File: src/rtl/kpn_fifo_pkg.sv
// kpn_fifo_pkg: default widths and sizing helper shared by KPN channel modules
package kpn_fifo_pkg;
  localparam int BITS_NUMBER_DEF = 16;
  localparam int FIFO_ELEMENTS_DEF = 5;
  function automatic int cnt_width(input int elems);
    return elems + 1;
  endfunction
endpackage

File: src/rtl/kpn_fifo_ram.sv
// kpn_fifo_ram: storage with one synchronous write port and one asynchronous read port
module kpn_fifo_ram #(
  parameter int W  = 16,
  parameter int AW = 5
) (
  input  logic          clk,
  input  logic          we,
  input  logic [AW-1:0] waddr,
  input  logic [W-1:0]  wdata,
  input  logic [AW-1:0] raddr,
  output logic [W-1:0]  rdata
);
  logic [W-1:0] mem [2**AW];
  always_ff @(posedge clk) if (we) mem[waddr] <= wdata;
  assign rdata = mem[raddr];
endmodule

File: src/rtl/kpn_fifo_channel.sv
// kpn_fifo_channel: first-word fall-through FIFO with occupancy flags and sticky error flags
module kpn_fifo_channel
  import kpn_fifo_pkg::*;
#(
  parameter int BITS_NUMBER        = BITS_NUMBER_DEF,
  parameter int FIFO_ELEMENTS      = FIFO_ELEMENTS_DEF,
  parameter int ALMOST_FULL_LEVEL  = 2**FIFO_ELEMENTS - 2,
  parameter int ALMOST_EMPTY_LEVEL = 1
) (
  input  logic                                   clk,
  input  logic                                   reset,
  input  logic                                   wr,
  input  logic                                   rd,
  input  logic                                   flush,
  input  logic                                   clr_err,
  input  logic [BITS_NUMBER-1:0]                 entry_1,
  output logic [BITS_NUMBER-1:0]                 output_1,
  output logic                                   full,
  output logic                                   empty,
  output logic                                   almost_full,
  output logic                                   almost_empty,
  output logic [cnt_width(FIFO_ELEMENTS)-1:0]    count,
  output logic                                   overflow,
  output logic                                   underflow
);
  localparam int DEPTH = 2**FIFO_ELEMENTS;
  localparam int CW = cnt_width(FIFO_ELEMENTS);
  if (ALMOST_FULL_LEVEL > DEPTH || ALMOST_EMPTY_LEVEL >= DEPTH) begin : g_bad_level
    $error("kpn_fifo_channel: almost-full/almost-empty level out of range");
  end
  logic [FIFO_ELEMENTS-1:0] wr_ptr_q, wr_ptr_d, rd_ptr_q, rd_ptr_d;
  logic [CW-1:0] count_q, count_d;
  logic ovf_q, ovf_d, unf_q, unf_d;
  logic wr_ok, rd_ok;
  logic [BITS_NUMBER-1:0] rdata;
  always_comb begin
    wr_ok    = wr & ~full;
    rd_ok    = rd & ~empty;
    wr_ptr_d = flush ? '0 : wr_ptr_q + FIFO_ELEMENTS'(wr_ok);
    rd_ptr_d = flush ? '0 : rd_ptr_q + FIFO_ELEMENTS'(rd_ok);
    count_d  = flush ? '0 : count_q + CW'(wr_ok) - CW'(rd_ok);
    ovf_d    = (wr & full & ~flush) ? 1'b1 : clr_err ? 1'b0 : ovf_q;
    unf_d    = (rd & empty & ~flush) ? 1'b1 : clr_err ? 1'b0 : unf_q;
  end
  always_ff @(posedge clk) begin
    if (reset) begin
      wr_ptr_q <= '0;
      rd_ptr_q <= '0;
      count_q  <= '0;
      ovf_q    <= 1'b0;
      unf_q    <= 1'b0;
    end else begin
      wr_ptr_q <= wr_ptr_d;
      rd_ptr_q <= rd_ptr_d;
      count_q  <= count_d;
      ovf_q    <= ovf_d;
      unf_q    <= unf_d;
    end
  end
  kpn_fifo_ram #(.W(BITS_NUMBER), .AW(FIFO_ELEMENTS)) u_ram (
    .clk  (clk),
    .we   (wr_ok & ~flush & ~reset),
    .waddr(wr_ptr_q),
    .wdata(entry_1),
    .raddr(rd_ptr_q),
    .rdata(rdata)
  );
  always_comb begin
    full         = count_q == CW'(DEPTH);
    empty        = count_q == '0;
    almost_full  = count_q >= CW'(ALMOST_FULL_LEVEL);
    almost_empty = count_q <= CW'(ALMOST_EMPTY_LEVEL);
    count        = count_q;
    overflow     = ovf_q;
    underflow    = unf_q;
    output_1     = empty ? '0 : rdata;
  end
endmodule
File: config.mk
export PLATFORM = sky130hd
export DESIGN_NAME = kpn_fifo_channel
export DESIGN_NICKNAME = d
export VERILOG_FILES = /design/src/rtl/kpn_fifo_pkg.sv /design/src/rtl/kpn_fifo_ram.sv /design/src/rtl/kpn_fifo_channel.sv
export SDC_FILE = /design/constraint.sdc
export NUM_CORES = 1
export LEC_CHECK = 0
export BUFFER_PORTS_ARGS = -buffer_cell sky130_fd_sc_hd__buf_2
export CAP_MARGIN = 30
export CORE_MARGIN = 4
export CORE_UTILIZATION = 50
export CTS_CLUSTER_DIAMETER = 50
export DETAILED_ROUTE_END_ITERATION = 8
export PLACE_DENSITY = 0.68
export SYNTH_ARGS = -nofsm -noshare
export SYNTH_HDL_FRONTEND = slang
export SYNTH_SLANG_ARGS = --single-unit
export TNS_END_PERCENT = 1
File: constraint.sdc
create_clock -name clk -period 4.77 [get_ports clk]
set_input_delay 0 -clock clk [delete_from_list [all_inputs] [get_ports clk]]
set_output_delay 0 -clock clk [all_outputs]
set_load 0.005 [all_outputs]
==> impl_metrics.tcl <==
set metrics [dict create \
    postSynthCellCount 995 \
    yosysUniqueCellTypes 43 \
    power.density_nw_per_um2 433 \
    rsz0062_at_grt "false" \
    drtIter0Drc 1183 \
    ios 50 \
    final.setup.tns_ps 0 \
    core_area_um2 41100 \
    cap_violations 0 \
    dp.cells 1566 \
    wl_per_cell_um 27.6 \
    dp_hpwl_um 25700 \
    cp.arrival_ps 3470 \
    tightest_slew_ps 1030 \
    track_usage_pct 20.8 \
    crit_path_max_fanout 70 \
    cts_made_buffers 53 \
    syn_to_final_growth_pct 11.6 \
    place_area_um2 21600 \
    layout.nets 1146 \
    yosys_warnings 0 \
    fin_cells 1673 \
    path_clk_slew_ps 60 \
    syn_area_per_cell_um2 21.0 \
    p_leak_uw 0.00734 \
    gp_congestion 0.806 \
    grt_pass1_wl_um 68600 \
    antenna_found_initial 1 \
    grt_use_met3_pct 4.52 \
    drive_gt1_share_pct 20.9 \
    fp.dieW_um 212 \
    nFillCells 3065 \
    gr-usage-met2_pct 31.8 \
    io_buffers 49 \
    initial_core_util_pct 50.9 \
    path_cells "buf_12, mux4_2, a22oi_1, a211oi_1, buf_2" \
    ir_worst_vdd_v 0.000288 \
    crit_path_end_kind "primary output" \
    crit_buf_inv 2 \
    cts_tree "built" \
    grt_max_degree 71 \
    clock_skew_ps 25.4 \
    ant_nets 0 \
    cts_root_buf "clkbuf_16" \
    setup-violations-final 0 \
    holdCritPathClass "input port to flop" \
    cts_resized 0 \
    cts.sinks 530 \
    cp_slowest_cell "dfxtp_4" \
    use_met1_pct 31.1 \
    synthesis.nets 1034 \
    cp_data_required_time_ps 4770 \
    overflow 0 \
    drc 0 \
    busiest_layer "met2" \
    fin_area_um2 23300 \
    firstDrtPassIters 5 \
    fin_crit_ps 3470 \
    crit_path_start_kind "flop" \
    worstSkewPairLatency_ps 580 \
    crit_family "flip-flops" \
    fin_crit_sh_pct 72.7 \
    status "finished clean" \
    netlist_area_um2 20900 \
    viasPerCell 6.12 \
    post_cts_buffers 0 \
    antenna_cells 0 \
    ys_seq_elements 530 \
    die_height_um 212 \
    core.rowCount 74 \
    routed_wl_um 46200 \
    crit_path_max_incr_delay_ps 850 \
    first_global_vias 10300 \
    vias 10200 \
    hold_buffers 18 \
    maxSlewViolCount 0 \
    ys_seq_area_share_pct 75.3 \
    slew_headroom_pct 30.9 \
    max-clock-path-buffers 3 \
    die_area_um2 45200 \
    hold_violations 0 \
    worstSetupPathType "flop to primary output" \
    fmax_ghz 0.289 \
    htree_levels 2 \
]
-- cell type report --
type                       count  area, um^2  area share [%]
sequential                   530       15700            67.4
multi-input combinational    397        4560            19.5
clock buffer                  64        1370            5.86
timing repair buffer         113         796            3.41
tap                          532         666            2.85
clock inverter                25         168           0.718
inverter                      12        45.0           0.193
-- path summary, 6_finish.rpt --
path | end | startpoint | cells past startpoint | slack [ps]
max | output_1[0] | rd_ptr_q[0] | 5 | 1300
min | u_ram.mem[23][10] | entry_1[10] | 1 | 40
max reg2reg | count[4] | count[3] | 14 | 1740
min reg2reg | wr_ptr_q[2] | wr_ptr_q[2] | 2 | 580
-- cells in the mapped netlist --
cell type	instances	share of area, %
nor4_1	1	0.030
a22o_1	16	0.67
and4b_1	1	0.048
nand3b_1	1	0.036
buf_4	1	0.036
clkbuf_8	22	1.4
edfxtp_1	512	74
buf_8	2	0.14
a31oi_1	1	0.030
buf_2	7	0.17
a32o_1	2	0.096
dfxtp_1	18	1.7
buf_1	3	0.054
buf_12	1	0.096
nor2b_1	6	0.18
fa_1	1	0.096
nand2_1	10	0.18
and2_1	5	0.15
xor2_1	4	0.17
a211oi_1	48	1.7
nand3_1	9	0.22
nand2b_1	3	0.090
o211ai_1	2	0.072
a21oi_1	5	0.12
inv_1	12	0.22
mux4_1	24	3.0
nor3_1	3	0.072
o22ai_1	16	0.48
xnor2_1	3	0.13
a22oi_1	16	0.57
nor4bb_1	1	0.048
nor4b_1	1	0.042
mux2i_1	64	3.1
clkbuf_1	6	0.11
nor2_1	44	0.79
o221ai_1	16	0.67
buf_6	14	0.75
or2_2	2	0.060
nor3b_2	1	0.060
ha_1	16	0.96
a21o_1	1	0.036
o21a_1	2	0.072
mux4_2	72	7.8
-- cell families after synthesis --
group | synth area share (%)
buffers and inverters | 3.02
XOR/XNOR | 0.293
AND/OR/NAND/NOR | 2.00
flip-flops | 75.3
AO/OA/AOI/OAI | 4.54
multiplexers | 13.8
adder cells (fa/ha/maj) | 1.05
-- flip-flops by register name (all words and copies together), names as in the netlist --
name / cells
rd_ptr_q: 5
wr_ptr_q: 5
u_ram.mem: 512
underflow: 1
overflow: 1
count: 6
-- metrics by stage --
step	setup WS, ps	hold WS (ps)	power [uW]	utilization, %
2_1_floorplan	1980	98.9	6050	-
3_3_place_gp	1860	281	6400	52.6
3_5_place_dp	1740	279	6420	52.6
4_1_cts	1260	15.2	10200	56.8
5_1_grt	1080	38.3	10500	56.8
6_report	1300	40.5	10100	56.8
-- worst register-to-register path, stage by stage (launching register included) --
cell and delay, ps:
dfxtp_1 330, inv_1 90, ha_1 180, nor4bb_1 630
nor2b_1 150, inv_1 90, ha_1 220, inv_1 60
ha_1 160, inv_1 60, fa_1 400, nand2b_1 170
a21oi_1 200, o21a_1 140, nor3_1 40
-- layer usage --
metal	share of wire [%]	up-vias
met4	2.4	2
li1	-	4388
met1	43	5398
met2	47	394
met5	0.028	-
met3	7.7	64
-- power by group --
| part | internal, uW | switching, uW | total (uW) | leakage (uW) |
|---|---|---|---|---|
| clock | 2130 | 1650 | 3770 | 0.000738 |
| combinational | 516 | 623 | 1140 | 0.00186 |
| sequential | 5130 | 60.5 | 5190 | 0.00475 |
-- cells in the final DEF, fill, tap and decap left out, types with 15 or more instances in the layout --
cell	n
edfxtp_1	512
ha_1	16
nor2_1	43
buf_4	44
buf_2	49
a22oi_1	16
mux2i_1	64
dlygate4sd3_1	18
mux4_2	72
clkbuf_16	53
a22o_1	16
clkinv_1	15
o221ai_1	16
mux4_1	24
o22ai_1	16
dfxtp_1	16
a211oi_1	48
No activity file was read; power rests on OpenSTA's default activity.
